File: src/rtl/range_tracker.sv
// range_tracker: tracks min/max/count of valid samples between go and finish
// edges and reports range, min, max or count as a registered result.
module range_tracker #(
    parameter int WIDTH  = 8,
    parameter int CNT_W  = 8,
    parameter bit SIGNED = 1'b0
) (
    input  logic             clk,
    input  logic             rst_n,
    input  logic [WIDTH-1:0] data_in,
    input  logic             data_valid,
    input  logic             go,
    input  logic             finish,
    input  logic [1:0]       mode,
    output logic [WIDTH:0]   result,
    output logic             result_valid,
    output logic             busy,
    output logic             error,
    output logic             overflow
);
    typedef enum logic [1:0] {IDLE, ACQ, DONE, ERROR} state_t;
    state_t state;
    logic go_q, fin_q, go_arm, fin_arm, go_pos, fin_pos;
    logic start, take, first, lt, gt, nxt_ovf, to_done, to_err;
    logic [WIDTH-1:0] min_v, max_v, nxt_min, nxt_max;
    logic [CNT_W-1:0] count, base_cnt, nxt_count;
    logic [1:0] mode_q, nxt_mode;
    logic [WIDTH:0] rng, res;

    function automatic logic [WIDTH:0] ext(input logic [WIDTH-1:0] x);
        return {SIGNED ? x[WIDTH-1] : 1'b0, x};
    endfunction

    // The arm flags block a spurious edge when go/finish is already high at reset release.
    assign go_pos  = go & ~go_q & go_arm;
    assign fin_pos = finish & ~fin_q & fin_arm;
    assign start   = go_pos && (state == IDLE || state == ERROR);
    assign take    = data_valid && (start || (state == ACQ && !go_pos));
    assign base_cnt = start ? '0 : count;
    assign first   = base_cnt == '0;
    assign lt      = $signed(ext(data_in)) < $signed(ext(min_v));
    assign gt      = $signed(ext(data_in)) > $signed(ext(max_v));
    assign nxt_min = (take && (first || lt)) ? data_in : min_v;
    assign nxt_max = (take && (first || gt)) ? data_in : max_v;
    assign nxt_count = (take && !(&base_cnt)) ? base_cnt + 1'b1 : base_cnt;
    assign nxt_ovf = (start ? 1'b0 : overflow) | (&nxt_count);
    assign nxt_mode = start ? mode : mode_q;
    assign to_done = state == ACQ && !go_pos && fin_pos && nxt_count != '0;
    assign to_err  = (state == IDLE && fin_pos && !go_pos) ||
                     (state == ACQ && (go_pos || (fin_pos && nxt_count == '0)));
    assign rng = ext(nxt_max) - ext(nxt_min);
    assign res = nxt_mode == 2'd0 ? rng :
                 nxt_mode == 2'd1 ? {1'b0, nxt_min} :
                 nxt_mode == 2'd2 ? {1'b0, nxt_max} : (WIDTH+1)'(nxt_count);
    assign busy  = state == ACQ;
    assign error = state == ERROR;

    always_ff @(posedge clk or negedge rst_n) begin
        if (!rst_n) begin
            state        <= IDLE;
            go_q         <= 1'b0;
            fin_q        <= 1'b0;
            go_arm       <= 1'b0;
            fin_arm      <= 1'b0;
            min_v        <= '0;
            max_v        <= '0;
            count        <= '0;
            overflow     <= 1'b0;
            mode_q       <= '0;
            result       <= '0;
            result_valid <= 1'b0;
        end else begin
            go_q         <= go;
            fin_q        <= finish;
            go_arm       <= go_arm | ~go;
            fin_arm      <= fin_arm | ~finish;
            min_v        <= nxt_min;
            max_v        <= nxt_max;
            count        <= nxt_count;
            overflow     <= nxt_ovf;
            mode_q       <= nxt_mode;
            result_valid <= to_done;
            if (to_done) result <= res;
            state <= start ? ACQ : to_err ? ERROR : to_done ? DONE :
                     state == DONE ? IDLE : state;
        end
    end
endmodule

File: config.mk
export PLATFORM = sky130hd
export DESIGN_NAME = range_tracker
export DESIGN_NICKNAME = d
export VERILOG_FILES = /design/src/rtl/range_tracker.sv
export SDC_FILE = /design/constraint.sdc
export NUM_CORES = 1
export LEC_CHECK = 0
export ABC_CLOCK_PERIOD_IN_PS = 8100
export BUFFER_PORTS_ARGS = -buffer_cell sky130_fd_sc_hd__buf_2
export CORE_UTILIZATION = 45
export CTS_CLUSTER_SIZE = 8
export DETAILED_ROUTE_END_ITERATION = 7
export PLACE_DENSITY = 0.63
export RECOVER_POWER = 50
export SLEW_MARGIN = 20
export SYNTH_ARGS = -nofsm -noshare
export SYNTH_HDL_FRONTEND = slang
export SYNTH_SLANG_ARGS = --single-unit
File: constraint.sdc
create_clock -name clk -period 8.1 [get_ports clk]
set_input_delay 1.62 -clock clk [delete_from_list [all_inputs] [get_ports clk]]
set_output_delay 1.62 -clock clk [all_outputs]
set_load 0.02 [all_outputs]
==> run_results.csv <==
group,metric,value,unit
global_routing,grtUsageTotal,21.9,%
timing,hold_violations,0,
logic_synthesis,synthDistinctLibCells,70,
cts,cts_htree_levels,2,
worst_setup_path,reg2reg_slack,2980,ps
hold_path,whs_path_depth,1,
timing,fin_skew,15.9,ps
global_routing,grt_pass1_wl,12100,microns
cts,post_cts_buffers,0,
timing,fin_crit,5760,ps
worst_setup_path,path_class,"in2reg",
cts,cts-resized-gates,0,
route,vias,2468,
global_routing,grt.overflow.total,0,
route,wirelength,7170,microns
hold_path,hp-class,"reg2reg",
pwr,leakage,1.60,nW
worst_setup_path,critPathMaxStageDelay,490,ps
cts,cts_tree,"built",
layout,stdcell_area,3340,sq um
logic_synthesis,async_flop_share,100,%
worst_setup_path,cp-end-kind,"register",
floorplan,io_pins,28,
route,drc,0,
pwr,vdd_drop_max,0.223,mV
cts,ctsHoldBuffers,0,
worst_setup_path,ff2ff_path_depth,19,
timing,finalSetupTns,0,ps
cts,cts.sinks,43,
pwr,powerDensity,446,nW/um^2
floorplan,start_util,47.3,%
cts,clockBufferDepth,2,
logic_synthesis,seq_area_frac_synth,35.2,%
worst_setup_path,path_cells,"clkbuf_1 -> nand4bb_1 -> nand2_1 -> ha_1 -> nor3b_1 -> a22oi_1 -> nor2_1 -> a21o_1 -> mux2i_1 -> ha_1 -> inv_1 -> fa_1 -> a211oi_1 -> o21bai_1 -> a21oi_1 -> o21bai_1 -> a2111oi_0 -> mux2_4",
placement,gp_congestion,0.862,
worst_setup_path,cpMaxStageDelayCell,"nand4bb_1",
timing,setup_viol,0,
pwr,finalPower,1.49,mW
job,drv_cap,1,
timing,max_slew.worst_pin.slew,2350,ps
worst_setup_path,crit_required,8360,ps
timing,slew_violations,44,
timing,relSlewSlack,-56.7,%
floorplan,die_area,7120,sq um
logic_synthesis,synthTopCellsByArea,"dfrtp_1, ha_1, inv_1, nand2_1, a21oi_1",
floorplan,num_rows,29,
placement,place_area,3240,sq um
cts,clk_pin_slew_worst_paths,90,ps
logic_synthesis,synthCells,318,
global_routing,antenna_found_initial,0,
floorplan,die_w,84.4,microns
worst_setup_path,crit_path_start_kind,"input pin",
layout,fin_nets,387,
layout,n_fill_cell,611,
global_routing,grt_max_degree,44,
route,firstDrtPassIters,5,
hold_path,worstHoldStart,"fin_arm$_DFF_PN0_",
worst_setup_path,cp_max_fo,15,
cts,cts-root-buf,"clkbuf_8",
timing,fmax,174,MHz
run_status,status,"finished with violations",
layout,drive_gt1_share,16.6,%
placement,port_buffers,27,
timing,period_share,71.2,%
logic_synthesis,syn_nets,362,
route,routed_via_density,5.86,
route,wl_per_cell,17.0,microns
cts,clk_latency,310,ps
timing,fin_hold_ws,477,ps
logic_synthesis,synthFlopType,"dfrtp_1",
layout,seq_area,1080,sq um
floorplan,die_y,84.4,microns
global_routing,grt_pass1_vias,2421,
layout,multiInputGateArea,1780,sq um
route,antenna_left,0,
placement,hpwl,5400,microns
logic_synthesis,synth.cell_area,3050,sq um
logic_synthesis,ys_seq_elements,43,
layout,antenna_cells,0,
logic_synthesis,synth_warnings,0,
logic_synthesis,synth_edf_count,0,
route,drt_iter0_markers,143,
layout,area_growth,9.22,%
worst_setup_path,timing.rr.end,"result[8]$_DFFE_PN0P_",
worst_setup_path,r2r_start,"state[0]$_DFFE_PN0P_",
logic_synthesis,synth_top_area_share,35.2,%
layout,fin_util,51.6,%
logic_synthesis,syn_area_per_cell,9.60,sq um
worst_setup_path,crit_arrival,6020,ps
logic_synthesis,netlist.top_cell.by_area,"dfrtp_1",
hold_path,holdPathEnd,"fin_arm$_DFF_PN0_",
floorplan,fp.coreArea,6460,sq um
run_status,violations,"capacitance limit, slew limit",
timing,rsz0062_at_grt,"false",
cts,cts_buffers,5,
cell usage in the layout, fill, tap and decap left out, types with 4 or more instances in the layout:
| cell | count |
|---|---|
| mux2_2 | 7 |
| nor3_1 | 6 |
| ha_1 | 28 |
| mux2i_1 | 9 |
| dfrtp_1 | 43 |
| and3_1 | 5 |
| o211ai_1 | 4 |
| a21o_1 | 5 |
| a31oi_1 | 6 |
| nand4_1 | 5 |
| nand3_1 | 10 |
| buf_2 | 23 |
| clkbuf_8 | 7 |
| xor2_1 | 5 |
| o21ai_0 | 15 |
| nor2_1 | 8 |
| clkbuf_1 | 5 |
| nand2_1 | 28 |
| inv_1 | 37 |
| a21oi_1 | 18 |
layer usage:
metal	routed length [microns]	share of wire (%)	vias up	track usage, %
met4	74	1.0	0	6.63
met3	324	4.5	8	4.52
li1	-	-	1206	-
met5	0	0	-	0
met2	3280	46	61	35.2
met1	3490	49	1193	30.1
state kept, by name, summed over array words and instances (netlist names):
signal,count
result,9
count,8
max_v,8
min_v,8
mode_q,2
state,2
fin_arm,1
fin_q,1
go_arm,1
go_q,1
overflow,1
result_valid,1
Yosys cell counts, drive strengths merged (3+ instances only):
cell type,instances
dfrtp,43
inv,38
nand2,29
ha,28
a21oi,18
o21ai,15
nand3,11
mux2,10
mux2i,9
nor2,8
nor3,8
a31oi,6
nand4,6
a21o,5
and3,5
buf,5
clkbuf,5
xor2,5
a211oi,4
o211ai,4
xnor2,4
a2111oi,3
and3b,3
nand2b,3
nand3b,3
o221ai,3
o31ai,3
critical path: cells and delay by family:
kind / cells / cell delay (ps)
adder cells (fa/ha/maj): 3 / 800
AO/OA/AOI/OAI: 7 / 1700
AND/OR/NAND/NOR: 4 / 1130
buffers and inverters: 2 / 230
multiplexers: 2 / 520
area by class of cell:
| cell class | count | share of cell area, % |
|---|---|---|
| clock buffers | 8 | 3.00 |
| inverters | 38 | 4.35 |
| multi-input cells | 227 | 53.4 |
| flip-flops and latches | 43 | 32.3 |
| well taps | 77 | 2.89 |
| repair buffers | 28 | 4.13 |
power breakdown:
group	switching (mW)	leakage, nW	internal [mW]
combinational	0.581	1.03	0.405
clock	0.0762	0.0515	0.0779
sequential	0.0516	0.523	0.297
total	0.708	1.60	0.780
worst max path at each step:
stage / startpoint / to / slack, ps / cells after the start
finish: go / result[8]$_DFFE_PN0P_ / 2340 / 18
global route: go / result[8]$_DFFE_PN0P_ / 1970 / 18
CTS: go / result[8]$_DFFE_PN0P_ / 2490 / 18
detailed placement: go / result[8]$_DFFE_PN0P_ / 2170 / 18
global placement: go / result[8]$_DFFE_PN0P_ / 2380 / 18
floorplan: go / result[8]$_DFFE_PN0P_ / 2980 / 19
per-stage QoR:
stage	setup WS [ps]	std cells
finish	2340	421
global route	1970	421
CTS	2490	421
detailed placement	2170	413
global placement	2380	413
floorplan	2980	318
cell families after synthesis:
kind of cell	count (synthesis)	synth area share [%]
xor gates and xnor gates	9	2.83
muxes	19	7.01
DFF	43	35.2
adders and majority gates	29	12.1
AOI/OAI and AO/OA	81	19.7
and+or+nand+nor	89	16.7
buffers and inverters	48	6.47
Note: power is estimated with default switching activity, not from simulation.
